`src/rtl/iq_nsum.sv`:
```
// Block I/Q summer: accumulates 2^n_sel strobed sample pairs, scales by a post-sum shift, saturates.
// Optional: define IQ_NSUM_ROUND_EN for round-half-up before the shift (default: truncation).
module iq_nsum #(
    parameter int DATA_WIDTH = 16,
    parameter int LOG2_NMAX  = 4,
    parameter int GAIN_LOG2  = 2
) (
    input  logic                                 clk,
    input  logic                                 rst,
    input  logic                                 ce,
    input  logic                                 strobe_in,
    input  logic                                 sync_clr,
    input  logic [$clog2(LOG2_NMAX+1)-1:0]       n_sel,
    input  logic signed [DATA_WIDTH-1:0]         I_in,
    input  logic signed [DATA_WIDTH-1:0]         Q_in,
    output logic signed [DATA_WIDTH-1:0]         I_sum,
    output logic signed [DATA_WIDTH-1:0]         Q_sum,
    output logic                                 strobe_out,
    output logic                                 sat
);

    localparam int NSEL_W = $clog2(LOG2_NMAX + 1);
    localparam int ACC_W  = DATA_WIDTH + LOG2_NMAX;
    localparam int CNT_W  = LOG2_NMAX + 1;
    localparam int EXT_W  = ACC_W + 1;

    localparam logic signed [EXT_W-1:0] MAX_V = {{(LOG2_NMAX+2){1'b0}}, {(DATA_WIDTH-1){1'b1}}};
    localparam logic signed [EXT_W-1:0] MIN_V = {{(LOG2_NMAX+2){1'b1}}, {(DATA_WIDTH-1){1'b0}}};

    typedef enum logic {IDLE, ACCUM} state_t;

    typedef struct packed {
        logic                         flag;
        logic signed [DATA_WIDTH-1:0] val;
    } sat_t;

    state_t                  state, state_n;
    logic signed [ACC_W-1:0] acc_i, acc_q, acc_i_n, acc_q_n, acc_i_sum, acc_q_sum;
    logic [CNT_W-1:0]        count, count_n, cnt_sum;
    logic [NSEL_W-1:0]       n_act, n_act_n, n_clamp, n_use, shift;
    logic signed [DATA_WIDTH-1:0] i_sum_n, q_sum_n;
    logic                    strobe_n, sat_n, accept, first, done;
    sat_t                    res_i, res_q;

    // One extra bit of headroom keeps the rounding add from wrapping before the clamp.
    function automatic sat_t scale(input logic signed [ACC_W-1:0] total,
                                   input logic [NSEL_W-1:0]       sh);
        logic signed [EXT_W-1:0] ext;
        logic signed [EXT_W-1:0] shifted;
        sat_t                    r;
        ext = {total[ACC_W-1], total};
`ifdef IQ_NSUM_ROUND_EN
        if (sh != '0)
            ext = ext + (EXT_W'(1) << (sh - NSEL_W'(1)));
`endif
        shifted = ext >>> sh;
        r.flag  = 1'b1;
        if (shifted > MAX_V)
            r.val = MAX_V[DATA_WIDTH-1:0];
        else if (shifted < MIN_V)
            r.val = MIN_V[DATA_WIDTH-1:0];
        else begin
            r.val  = shifted[DATA_WIDTH-1:0];
            r.flag = 1'b0;
        end
        return r;
    endfunction

    always_comb begin
        // NOTE: every variable gets a default first so no path leaves it unassigned (no latches).
        state_n  = state;
        acc_i_n  = acc_i;
        acc_q_n  = acc_q;
        count_n  = count;
        n_act_n  = n_act;
        i_sum_n  = I_sum;
        q_sum_n  = Q_sum;
        sat_n    = sat;
        strobe_n = 1'b0;

        accept  = ce && strobe_in;
        // A sync_clr arriving with a sample makes that sample the head of a fresh block.
        first   = accept && (state == IDLE || sync_clr);
        n_clamp = (n_sel > NSEL_W'(LOG2_NMAX)) ? NSEL_W'(LOG2_NMAX) : n_sel;
        n_use   = first ? n_clamp : n_act;
        shift   = (n_use > NSEL_W'(GAIN_LOG2)) ? n_use - NSEL_W'(GAIN_LOG2) : '0;

        acc_i_sum = (first ? {ACC_W{1'b0}} : acc_i) + {{LOG2_NMAX{I_in[DATA_WIDTH-1]}}, I_in};
        acc_q_sum = (first ? {ACC_W{1'b0}} : acc_q) + {{LOG2_NMAX{Q_in[DATA_WIDTH-1]}}, Q_in};
        cnt_sum   = (first ? {CNT_W{1'b0}} : count) + CNT_W'(1);
        done      = accept && (cnt_sum == (CNT_W'(1) << n_use));

        res_i = scale(acc_i_sum, shift);
        res_q = scale(acc_q_sum, shift);

        if (ce) begin
            if (accept) begin
                acc_i_n = acc_i_sum;
                acc_q_n = acc_q_sum;
                n_act_n = n_use;
                if (done) begin
                    state_n  = IDLE;
                    count_n  = '0;
                    strobe_n = 1'b1;
                    i_sum_n  = res_i.val;
                    q_sum_n  = res_q.val;
                    sat_n    = res_i.flag | res_q.flag;
                end else begin
                    state_n = ACCUM;
                    count_n = cnt_sum;
                end
            end else if (sync_clr) begin
                state_n = IDLE;
                count_n = '0;
            end
        end
    end

    always_ff @(posedge clk or posedge rst) begin
        if (rst) begin
            state      <= IDLE;
            acc_i      <= '0;
            acc_q      <= '0;
            count      <= '0;
            n_act      <= '0;
            I_sum      <= '0;
            Q_sum      <= '0;
            strobe_out <= 1'b0;
            sat        <= 1'b0;
        end else begin
            // NOTE: non-blocking assignments so every register samples pre-edge values.
            state      <= state_n;
            acc_i      <= acc_i_n;
            acc_q      <= acc_q_n;
            count      <= count_n;
            n_act      <= n_act_n;
            I_sum      <= i_sum_n;
            Q_sum      <= q_sum_n;
            strobe_out <= strobe_n;
            sat        <= sat_n;
        end
    end

endmodule
```
`config.mk`:
```
export PLATFORM = sky130hd
export DESIGN_NAME = iq_nsum
export DESIGN_NICKNAME = d
export VERILOG_FILES = /design/src/rtl/iq_nsum.sv
export SDC_FILE = /design/constraint.sdc
export NUM_CORES = 1
export LEC_CHECK = 0
export ABC_AREA = 1
export BUFFER_PORTS_ARGS = -buffer_cell sky130_fd_sc_hd__buf_2
export CAP_MARGIN = 20
export CORE_MARGIN = 2
export CORE_UTILIZATION = 30
export CTS_BUF_LIST = sky130_fd_sc_hd__clkbuf_2 sky130_fd_sc_hd__clkbuf_4 sky130_fd_sc_hd__clkbuf_8
export CTS_CLUSTER_SIZE = 10
export DETAILED_ROUTE_END_ITERATION = 10
export GPL_ROUTABILITY_DRIVEN = 0
export GPL_TIMING_DRIVEN = 1
export PLACE_DENSITY = 0.54
export SLEW_MARGIN = 30
export SYNTH_ARGS = -nofsm -noshare
export SYNTH_HDL_FRONTEND = slang
export SYNTH_SLANG_ARGS = --single-unit
```
`constraint.sdc`:
```
create_clock -name clk -period 6.5 [get_ports clk]
set_input_delay 0.325 -clock clk [delete_from_list [all_inputs] [get_ports clk]]
set_output_delay 0.325 -clock clk [all_outputs]
set_load 0.02 [all_outputs]
```
# After elaboration in Yosys (flattened, before gate mapping)
# Index checks and enable logic that the tools add are counted.
# W data, S select, Z words.
# totals
output_inout_bits	34
wordCells	56
ff_bits	83
input_bits	40
# op_classes
n_eq_ne	1
order_cmp	6
bitwise	2
reduce_logical	8
n_mux	23
shift	3
add_sub_neg	4
# op_table
op	n
$mux W16	4
$gt A21 B16 Y1 const B	2
$lt A21 B16 Y1 const B	2
$sshr A20 B3 Y21	2
$add A20 B20 Y20	2
$mux W20	2
$mux W5	4
$mux W1	10
$mux W3	3
$add A5 B1 Y5 const B	1
$eq A5 B5 Y1	1
$shl A1 B3 Y5 const A	1
$reduce_and A2 Y1	2
$gt A3 B2 Y1 const B	1
$gt A3 B3 Y1 const B	1
$logic_and A1 B1 Y1	3
$reduce_and A3 Y1	1
$sub A3 B2 Y3 const B	1
$reduce_bool A2 Y1	1
$logic_or A1 B1 Y1	1
$not A1 Y1	1
$or A1 B1 Y1	1

# Logic depth before layout (Yosys ltp)
# Gate-level depths: netlist (run 1).
# logic_depth
word_depth	11
ltp_mapped	28
ltp_nobuf	25

# Least setup slack after synthesis (run 1)
# OpenSTA, ideal clock, no wires.
# synth_timing
kind	register to register
start	register state
end	register I_sum[1]
arrival_ps	3162
setup_slack_ps	3221
t_required_ps	6384
setup_time_ps	116
stages_incl_launch_ff	26
path_cell_list	dfrtp_1 -> inv_1 -> nor2_4 -> nor2_8 -> clkbuf_1 -> clkbuf_1 -> nor2_1 -> ha_1 -> nand2_1 -> nor2_1 -> inv_1 -> nor2_1 -> nand3b_1 -> nand3_1 -> nand2_1 -> nand2_1 -> nand2_1 -> nand2_1 -> nand2_1 -> nor2_1 -> nand2_1 -> nand2_2 -> buf_6 -> nand2_1 -> nand2_1 -> nand2_1
# synth_via
elab_chain_cells	10
elab_cells_between_ends	20
classes_between	add/sub: 3; order compare: 3; eq/ne: 1; shift: 2; mux: 6; bitwise: 1; reduce/logical: 4
# synth_lines
item	line_no	rtl
start: declaration	37	state_t state, state_n;
start signal: assignment	132	state <= state_n;
$not A1 Y1 (*)	83	first = accept && (state == IDLE || sync_clr);
$logic_or A1 B1 Y1 (*)	83	
$logic_and A1 B1 Y1 (*)	83	
branches (longest 7 deep; another with $lt A21 B16 Y1)	-	
end signal: assignment	137	I_sum <= i_sum_n;
end: declaration	16	output logic signed [DATA_WIDTH-1:0] I_sum,
# Every way passes the cells marked *.
# A chain may end at the register's enable or synchronous reset.

# Worst setup path after layout (run 1)
# layout_timing
start	register state
end	register sat
# layout_via
elab_chain_cells	11
elab_cells_between_ends	28
classes_between	add/sub: 4; order compare: 5; eq/ne: 1; shift: 3; mux: 9; bitwise: 2; reduce/logical: 4
# layout_lines
item	line_no	rtl
$not A1 Y1 (*)	83	
$logic_or A1 B1 Y1 (*)	83	
$logic_and A1 B1 Y1 (*)	83	
branches (longest 8 deep; another with $lt A21 B16 Y1)	-	
end signal: assignment	140	sat <= sat_n;
end: declaration	19	output logic sat
# Marks and branches as above.

==> flow_metrics.tcl, run 1 <==
set metrics [dict create \
    setup_viol_count_final 0 \
    syn_avg_cell_area_um2 6.36 \
    floorplan.initialDensity_pct 30.5 \
    synth_top_area_share_pct 28.0 \
    critical_path_arrival_ps 4430 \
    synth_area_leaders "sky130_fd_sc_hd__dfrtp_1 28%, sky130_fd_sc_hd__nand2_1 21%, sky130_fd_sc_hd__nand3_1 8.0%, sky130_fd_sc_hd__inv_1 7.1%, sky130_fd_sc_hd__ha_1 6.6%" \
    setup-tns-final_ps 0 \
    syn_nets 1247 \
    ys_dominant_reg_cell "sky130_fd_sc_hd__dfrtp_1" \
    area_growth_pct 10.6 \
    worstSetupStartpoint "state$_DFFE_PP0P_" \
    worst_slew_pin_slew_ps 704 \
    core_area_um2 24300 \
    cts_max_level 3 \
    grt_setup_unrepaired "no" \
    max_clock_freq_ghz 0.242 \
    synth-edff-count 0 \
    vias_per_cell 4.73 \
    vdd.ir_drop.worst_uv 128 \
    synth_warnings 0 \
    finalNonFillerCells 1544 \
    critical_path.slowest_cell "sky130_fd_sc_hd__nand2_2" \
    placed_cells 1528 \
    max_slew_margin_pct 53.0 \
    maxUsedRoutingLayer "met4" \
    portBuffers 73 \
    numClockSinks 83 \
    floorplan.io_pins 74 \
    synth-seq-cells 83 \
    drtPass1Iterations 5 \
    pwr_density_cell_nw_per_um2 480 \
    core.rowCount 57 \
    timing.final.ws_setup_ps 2370 \
    detailed_place_hpwl_mm 16.5 \
    grt_max_degree 61 \
    number_of_instances_resized_during_post_cts_repair 0 \
    syn_inst 1166 \
    synthesis.area_um2 7410 \
    wirelength_mm 21.4 \
    critPathKind "reg2reg" \
    initial_antenna_violation_count 0 \
    postCtsSetupBuffers 0 \
    timing.critical_path.max_delay_family "simple AND/OR/NAND/NOR gates" \
    timing.critical_path.buf_inv 2 \
    routed_wl_met2_mm 10.2 \
    timing.critical_path.fanout_max 42 \
    clk_root_buffer_cell "sky130_fd_sc_hd__clkbuf_8" \
    timing.hold.ws_ps -2.85 \
    timing.critical_path.cells "inv_1, nor2_4, nor2_8, nand2_2, o21ai_4, nand3_2, nand2_2, inv_2, nand3_1, nand3_1, o21ai_0, nand3_1, nand2_2, nand3_1, nor2_1, nor2_1" \
    synth_cell_types 47 \
    finalCriticalPeriod_ps 4130 \
    tritoncts "built" \
    share_of_flip_flops_with_an_asynchronous_set_or_reset_after_synthesis_pct 100 \
    max_cap_violations 0 \
    buffer_depth_of_the_longest_clock_path 2 \
    report.final.slew_viol_count 0 \
    preCtsSetupSlack_ps 2090 \
    cpMostUsedCell "sky130_fd_sc_hd__nand3_1" \
    insertedDiodeCount 0 \
    worst_setup_path_start_kind "flip-flop" \
    share_of_layout_cells_above_drive_strength_1_pct 11.2 \
    layout.filler_cells 2739 \
    cp_slowest_stage_delay_ps 540 \
    cts_hold_repair.buffers 0 \
    die-width_um 161 \
    met3RoutedLength_um 741 \
    failed_checks "hold timing" \
    run_status "complete, but fails checks" \
    timing.rr.start "state$_DFFE_PP0P_" \
    drt_iter0_markers 417 \
    worstSetupEndpointType "flip-flop" \
    groute.usage.overall_pct 17.2 \
    leading_cell_type_in_the_layout_fill_and_taps_excluded "sky130_fd_sc_hd__nand2_1" \
    grt_pass1_vias 7120 \
    post-synth-top-area-cell "sky130_fd_sc_hd__dfrtp_1" \
    via_count 7307 \
    route.detailed.drc 0 \
    finalNetCount 1296 \
    layout_common_cells "413 x sky130_fd_sc_hd__nand2_1, 140 x sky130_fd_sc_hd__inv_1, 119 x sky130_fd_sc_hd__nand3_1, 93 x sky130_fd_sc_hd__nor2_1, 83 x sky130_fd_sc_hd__dfrtp_1" \
    grt_first_pass_wirelength_mm 36.0 \
    overflow_after_grt 0 \
    skew_ps 13.4 \
    critical_path_required_ps 6800 \
    clk-insertion-delay-late_ps 390 \
    overall_die_height_um 161 \
    leakage_power_figure_nw 4.41 \
    route.detailed.wl_per_inst_um 13.8 \
    fp.dieArea_um2 26000 \
    report.final.hold_viol_count 2 \
    detail_route.wirelength.met1_mm 10.0 \
    worst_hold_path_type "in2async" \
    final_antenna_net_count 0 \
    tritoncts.num_buffers 9 \
    synth.yosys.seq_area_share_pct 28.0 \
    clk_pin_slew_worst_paths_ps 100 \
    post-route-period-util_pct 63.6 \
]
==> final timing paths <==
kind | endpoint | slack [ps] | depth (start not counted)
max | sat$_DFFE_PP0P_ | 2370 | 16
min | I_sum[13]$_DFFE_PP0P_ | -3 | 2
max reg2reg | sat$_DFFE_PP0P_ | 2370 | 16
min reg2reg | I_sum[8]$_DFFE_PP0P_ | 480 | 2
max in group asynchronous | acc_i[4]$_DFFE_PP0P_ | 5430 | 3
min in group clk | n_act[0]$_DFFE_PP0P_ | 200 | 3
==> Yosys cell counts (3+ instances only) <==
library cell / count
sky130_fd_sc_hd__a21boi_1: 7
sky130_fd_sc_hd__a21oi_1: 33
sky130_fd_sc_hd__and2_1: 3
sky130_fd_sc_hd__buf_1: 4
sky130_fd_sc_hd__buf_2: 9
sky130_fd_sc_hd__buf_4: 6
sky130_fd_sc_hd__buf_6: 7
sky130_fd_sc_hd__clkbuf_1: 13
sky130_fd_sc_hd__dfrtp_1: 83
sky130_fd_sc_hd__ha_1: 39
sky130_fd_sc_hd__inv_1: 141
sky130_fd_sc_hd__inv_2: 8
sky130_fd_sc_hd__mux2i_1: 3
sky130_fd_sc_hd__nand2_1: 413
sky130_fd_sc_hd__nand2_2: 9
sky130_fd_sc_hd__nand2_4: 3
sky130_fd_sc_hd__nand3_1: 119
sky130_fd_sc_hd__nand3_2: 3
sky130_fd_sc_hd__nand3b_1: 6
sky130_fd_sc_hd__nand4_1: 5
sky130_fd_sc_hd__nor2_1: 93
sky130_fd_sc_hd__o211ai_1: 12
sky130_fd_sc_hd__o21ai_0: 70
sky130_fd_sc_hd__o21ai_1: 4
sky130_fd_sc_hd__o21bai_1: 3
sky130_fd_sc_hd__o221ai_1: 4
sky130_fd_sc_hd__o22ai_1: 5
sky130_fd_sc_hd__or2_2: 11
sky130_fd_sc_hd__xnor2_1: 11
sky130_fd_sc_hd__xor2_1: 17
==> flip-flops by register name, indices dropped and copies added (netlist names) <==
| signal | cells |
|---|---|
| state | 1 |
| strobe_out | 1 |
| n_act | 3 |
| count | 5 |
| acc_i | 20 |
| I_sum | 16 |
| Q_sum | 16 |
| acc_q | 20 |
| sat | 1 |
==> cells by family (layout without fill, tap and decap cells) <==
kind of cell | count (synthesis) | in the layout | share of synthesized area [%]
AO/OA/AOI/OAI | 149 | 149 | 11.9
XOR/XNOR | 28 | 28 | 3.31
adder cells (fa/ha/maj) | 41 | 41 | 7.12
buffers and inverters | 188 | 242 | 10.7
flip-flops | 83 | 83 | 28.0
multiplexers | 3 | 3 | 0.405
AND/OR/NAND/NOR | 674 | 674 | 38.6
==> metrics by stage <==
stage,utilization [%],instance area [um2],power [mW],hold slack (ps)
final,33.7,8200,3.94,-2.85
after global placement,32.8,7980,3.52,457
after floorplan,-,7410,2.84,453
after detailed placement,32.8,7980,3.52,454
after global routing,33.7,8200,4.35,48.2
after CTS,33.7,8190,3.96,11.3
==> routing by layer <==
layer  track usage, %  up-vias
li1                 -     3810
met1             22.1     3313
met2             29.4      154
met3             2.54       30
met4             5.80        0
met5                0        -
==> layout make-up <==
class / count / area [um2] / share of cell area [%]
tap: 324 / 405 / 4.95
sequential: 83 / 2080 / 25.3
clock buffer: 10 / 138 / 1.68
multi-input combinational: 895 / 4550 / 55.5
inverter: 149 / 561 / 6.84
timing repair buffer: 77 / 395 / 4.82
clock inverter: 6 / 71.3 / 0.870
==> power breakdown <==
part	internal (mW)	switching, mW	total (mW)	leakage (nW)
combinational	0.873	1.82	2.69	3.28
sequential	0.733	0.0937	0.827	1.03
clock	0.191	0.224	0.415	0.0995
Power figures use the tool's default switching activity.
==> inputs of run 2 (changes only) <==
clock period = 4.2 ns   (was 6.5 ns; I/O delays follow)
==> flow_metrics.tcl, run 2 (same netlist as run 1, synthesis figures left out) <==
set metrics [dict create \
    worst_slew_pin_slew_ps 656 \
    critical_path.endpoint "I_sum[2]$_DFFE_PP0P_" \
    overflow_after_grt 0 \
    timing.final.ws_setup_ps 693 \
    routed_wl_met2_mm 9.97 \
    finalCriticalPeriod_ps 3510 \
    setup-tns-final_ps 0 \
    initial_antenna_violation_count 0 \
    worst_hold_path_type "in2reg" \
    die-width_um 161 \
    max_clock_freq_ghz 0.285 \
    grt_max_degree 61 \
    timing.hold.ws_ps 93.0 \
    met3RoutedLength_um 617 \
    setup_viol_count_final 0 \
    final_antenna_net_count 0 \
    core_area_um2 24300 \
    worstSetupStartpoint "state$_DFFE_PP0P_" \
    worst_r2r_endpoint "I_sum[2]$_DFFE_PP0P_" \
    clk_root_buffer_cell "sky130_fd_sc_hd__clkbuf_8" \
    worst_setup_path_start_kind "flip-flop" \
    clk_pin_slew_worst_paths_ps 100 \
    worst-r2r-setup-slack_ps 690 \
    critical_path_arrival_ps 3790 \
    tritoncts.num_buffers 9 \
    timing.rr.start "state$_DFFE_PP0P_" \
    p_total_mw 6.05 \
    skew_ps 13.9 \
    critPathKind "reg2reg" \
    vdd.ir_drop.worst_uv 178 \
    worst_r2r_path_depth 26 \
    share_of_layout_cells_above_drive_strength_1_pct 11.8 \
    grt_setup_unrepaired "no" \
    run_status "finished, final reports clean" \
    portBuffers 73 \
    max_cap_violations 0 \
    insertedDiodeCount 0 \
    multiInputGateArea_um2 4540 \
    worstSetupEndpointType "flip-flop" \
    layout.area.seq_um2 2080 \
    grt_first_pass_wirelength_mm 35.8 \
    vias_per_cell 4.68 \
    cts_max_level 3 \
    maxUsedRoutingLayer "met4" \
    numClockSinks 83 \
    report.final.slew_viol_count 0 \
    layout_common_cells "413 x sky130_fd_sc_hd__nand2_1, 140 x sky130_fd_sc_hd__inv_1, 119 x sky130_fd_sc_hd__nand3_1, 93 x sky130_fd_sc_hd__nor2_1, 83 x sky130_fd_sc_hd__dfrtp_1" \
    critical_path.slowest_cell "sky130_fd_sc_hd__fa_1" \
    overall_die_height_um 161 \
    report.final.hold_viol_count 0 \
    finalNetCount 1305 \
    via_count 7267 \
    leakage_power_figure_nw 4.45 \
    drt_iter0_markers 435 \
    timing.critical_path.fanout_max 42 \
    leading_cell_type_in_the_layout_fill_and_taps_excluded "sky130_fd_sc_hd__nand2_1" \
    core.rowCount 57 \
    detailed_place_hpwl_mm 16.7 \
    drtPass1Iterations 4 \
    fp.dieArea_um2 26000 \
    cp_slowest_stage_delay_ps 400 \
    grt_pass1_vias 7025 \
    area_growth_pct 11.4 \
    share_of_the_core_filled_with_cells_in_the_final_layout_pct 34.0 \
    max_slew_margin_pct 56.2 \
    route.detailed.wl_per_inst_um 13.8 \
    layout.filler_cells 2700 \
    floorplan.initialDensity_pct 30.5 \
    route.detailed.drc 0 \
    tritoncts "built" \
    detail_route.wirelength.met1_mm 10.3 \
    cpMostUsedCell "sky130_fd_sc_hd__nand2_1" \
    reg_top3 "acc_i x20, acc_q x20" \
    floorplan.io_pins 74 \
    critical_path_required_ps 4480 \
    clk-insertion-delay-late_ps 390 \
    buffer_depth_of_the_longest_clock_path 2 \
    wirelength_mm 21.5 \
    preCtsSetupSlack_ps 657 \
    postCtsSetupBuffers 0 \
    timing.hold.worst.start "n_sel[0]" \
    groute.usage.overall_pct 17.2 \
    post-route-period-util_pct 83.5 \
    pwr_density_cell_nw_per_um2 732 \
]
[run 2: layout make-up]
type | count | area share, %
clock inverters | 7 | 0.833
repair buffers | 86 | 5.79
clock buffers | 9 | 1.50
well taps | 324 | 4.91
flip-flops and latches | 83 | 25.2
inverters | 149 | 6.80
multi-input cells | 895 | 55.0
[run 2: timing repair]
action / CTS / global route
hold endpoints to repair: 0 / 47
resized for setup: 0 / 0
hold buffers: 0 / 1
endpoints found under the setup margin: 0 / 0
[run 2: metrics by stage]
step	area (um2)	instances
2_1_floorplan	7410	1166
3_3_place_gp	8050	1536
3_5_place_dp	8050	1536
4_1_cts	8250	1552
5_1_grt	8260	1553
6_report	8260	1553
[run 2: worst min-delay path by stage]
stage	depth (start not counted)	to	slack, ps
3_3_place_gp	2	strobe_out$_DFF_PP0_	440
4_1_cts	2	I_sum[11]$_DFFE_PP0P_	5
5_1_grt	3	n_act[0]$_DFFE_PP0P_	100
6_report	3	n_act[0]$_DFFE_PP0P_	90
2_1_floorplan	2	n_act[0]$_DFFE_PP0P_	370
3_5_place_dp	2	I_sum[11]$_DFFE_PP0P_	450
[run 2: per-layer routing]
| metal | global-route usage, % | vias to the layer above |
|---|---|---|
| met4 | 6.90 | 0 |
| met3 | 1.39 | 26 |
| met5 | 0 | - |
| met1 | 23.3 | 3283 |
| met2 | 28.4 | 132 |
| li1 | - | 3826 |
[run 2: worst max-delay path: cells and delay by family (launching register included)]
family          cells  cell delay [ps]
simple gates       19             1860
compound gates      1              130
fa+ha+maj           2              590
flops               1              340
buf+inv             4              430
[run 2: power by group]
group | switching (mW) | internal, mW
clock | 0.379 | 0.233
combinational | 2.78 | 1.38
sequential | 0.145 | 1.13
==> inputs of run 3 (changes only) <==
PLACE_DENSITY = 0.56   (was 0.54)
clock period = 3.2 ns   (was 4.2 ns; I/O delays follow)
==> flow_metrics.tcl, run 3 (same netlist as run 1, synthesis figures left out) <==
set metrics [dict create \
    run_status "complete, but fails checks" \
    failed_checks "setup timing" \
    placed_cells 1606 \
    clk_root_buffer_cell "sky130_fd_sc_hd__clkbuf_8" \
    timing.critical_path.max_delay_family "simple AND/OR/NAND/NOR gates" \
    groute.usage.overall_pct 17.6 \
    core.rowCount 57 \
    numClockSinks 83 \
    cp_slowest_stage_delay_ps 380 \
    vias_per_cell 4.80 \
    worst_r2r_endpoint "sat$_DFFE_PP0P_" \
    critical_path_required_ps 3480 \
    setup-tns-final_ps -11.5 \
    floorplan.io_pins 74 \
    part_of_the_power_in_the_clock_network_pct 7.1 \
    via_count 7970 \
    finalNetCount 1415 \
    worst-r2r-setup-slack_ps -10 \
    timing.rr.start "state$_DFFE_PP0P_" \
    max_slew_margin_pct 51.4 \
    timing.critical_path.buf_inv 3 \
    report.final.slew_viol_count 0 \
    route.detailed.drc 0 \
    leading_cell_type_in_the_layout_fill_and_taps_excluded "sky130_fd_sc_hd__nand2_1" \
    floorplan.initialDensity_pct 30.5 \
    grt_pass1_vias 7478 \
    setup_viol_count_final 1 \
    drtPass1Iterations 5 \
    power.sequential.fraction_pct 16.7 \
    max_clock_freq_ghz 0.311 \
    layout.filler_cells 2490 \
    postLayoutCellArea_um2 10300 \
    switching_share_pct 51.9 \
    tritoncts "built" \
    portBuffers 73 \
    critPathKind "reg2reg" \
    cpMostUsedCell "sky130_fd_sc_hd__nor2_1" \
    initial_antenna_violation_count 0 \
    timing.hold.worst.start "n_sel[0]" \
    worst_setup_path_start_kind "flip-flop" \
    whs_endpoint "n_act[0]$_DFFE_PP0P_" \
    clk-insertion-delay-late_ps 380 \
    layout_common_cells "341 x sky130_fd_sc_hd__nand2_1, 129 x sky130_fd_sc_hd__inv_1, 104 x sky130_fd_sc_hd__buf_4, 83 x sky130_fd_sc_hd__dfrtp_1, 74 x sky130_fd_sc_hd__nand3_1" \
    place_area_um2 8590 \
    worst_hold_path_type "in2reg" \
    overall_die_height_um 161 \
    preCtsSetupSlack_ps -121 \
    internal_power_mw 4.84 \
    grt_setup_unrepaired "yes" \
    leakage_power_figure_nw 5.23 \
    final_antenna_net_count 0 \
    finalNonFillerCells 1662 \
    fp.dieArea_um2 26000 \
    drt_iter0_markers 500 \
    timing.final.ws_setup_ps -11.5 \
    detailed_place_hpwl_mm 17.8 \
    cts_max_level 3 \
    skew_ps 22.0 \
    pwr_density_cell_nw_per_um2 978 \
    vdd.ir_drop.worst_uv 342 \
    worstSetupEndpointType "flip-flop" \
    timing.critical_path.fanout_max 8 \
    worst_hold_depth 3 \
    insertedDiodeCount 0 \
    core_area_um2 24300 \
    power.combinational.fraction_pct 76.2 \
    worst_slew_pin_slew_ps 729 \
    clk_pin_slew_worst_paths_ps 100 \
    overflow_after_grt 0 \
    die-width_um 161 \
    buffer_depth_of_the_longest_clock_path 2 \
    tritoncts.num_buffers 9 \
    max_cap_violations 0 \
    report.final.hold_viol_count 0 \
    route.detailed.wl_per_inst_um 14.5 \
    p_total_mw 10.1 \
    critical_path.slowest_cell "sky130_fd_sc_hd__dfrtp_1" \
    timing.critical_path.cells "inv_2, nor2_4, nor2_8, buf_12, nor2_2, ha_1, buf_6, nand2_4, nand2_4, a21oi_2, nor2_1, nor2_2, nand3_4, nand3_4, nand3_2, nand2_2, nor2_1, nor2_1, nand2_2, nand2_4, nand3_2, nor2_1, nor2_1" \
    reg_top3 "acc_i x20, acc_q x20" \
    area_growth_pct 38.7 \
    post-route-period-util_pct 100 \
    share_of_layout_cells_above_drive_strength_1_pct 35.7 \
    grt_max_degree 61 \
    worst_r2r_path_depth 23 \
    p_sw_mw 5.21 \
    grt_first_pass_wirelength_mm 36.9 \
    finalCriticalPeriod_ps 3210 \
    critical_path_arrival_ps 3490 \
    wirelength_mm 24.1 \
]
-- run 3: worst max-delay path by stage --
| stage | cells after the start | to | from | slack [ps] |
|---|---|---|---|---|
| 5_1_grt | 24 | sat$_DFFE_PP0P_ | state$_DFFE_PP0P_ | -210 |
| 6_report | 23 | sat$_DFFE_PP0P_ | state$_DFFE_PP0P_ | -10 |
| 3_3_place_gp | 24 | sat$_DFFE_PP0P_ | state$_DFFE_PP0P_ | -60 |
| 4_1_cts | 24 | I_sum[12]$_DFFE_PP0P_ | state$_DFFE_PP0P_ | 6 |
| 3_5_place_dp | 24 | sat$_DFFE_PP0P_ | state$_DFFE_PP0P_ | -120 |
| 2_1_floorplan | 26 | sat$_DFFE_PP0P_ | state$_DFFE_PP0P_ | 10 |
-- run 3: worst register-to-register path: cells and delay by family (launching register included) --
kind                     cells  cell delay [ps]
AND/OR/NAND/NOR             18             1870
buffers and inverters        3              420
flip-flops                   1              380
adder cells (fa/ha/maj)      1              330
AO/OA/AOI/OAI                1              130
-- run 3: through the flow --
step	utilization [%]	hold WS [ps]
global placement	35.3	311
finish	42.3	53.4
global route	42.3	55.5
floorplan	-	320
detailed placement	35.3	308
CTS	36.4	35.6
-- run 3: area by class of cell --
cell class	count	area (um2)	share of cell area (%)
multi-input combinational	898	5690	55.3
sequential	83	2080	20.2
timing repair buffer	193	1380	13.4
inverter	149	563	5.48
tap	324	405	3.94
clock buffer	9	124	1.20
clock inverter	6	43.8	0.426
-- run 3: timing repair --
| item | CTS | global route |
|---|---|---|
| pin swaps | 7 | 112 |
| gates resized for setup | 16 | 276 |
| setup endpoints to repair | 18 | 31 |
| hold endpoints to repair | 39 | 0 |
| buffers inserted | 1 | 34 |
| hold buffers | 1 | 0 |
| cloned | 2 | 3 |
-- run 3: power by group through the flow --
stage	registers [mW]	clock network [mW]	logic, mW
floorplan	1.91	0	3.86
global placement	1.70	0	5.99
detailed placement	1.70	0	6.01
CTS	1.68	0.742	6.13
global route	1.73	0.784	8.44
finish	1.68	0.714	7.66
-- run 3: routing by layer --
metal  global-route usage (%)  vias to the layer above  part of all wire (%)  routed length (um)
li1                         -                     4045                     -                   -
met1                     22.5                     3723                    44               10700
met2                     30.7                      164                    50               12000
met3                     2.26                       38                   3.3                 806
met4                     6.17                        0                   2.4                 585
met5                        0                        -                     0                   0
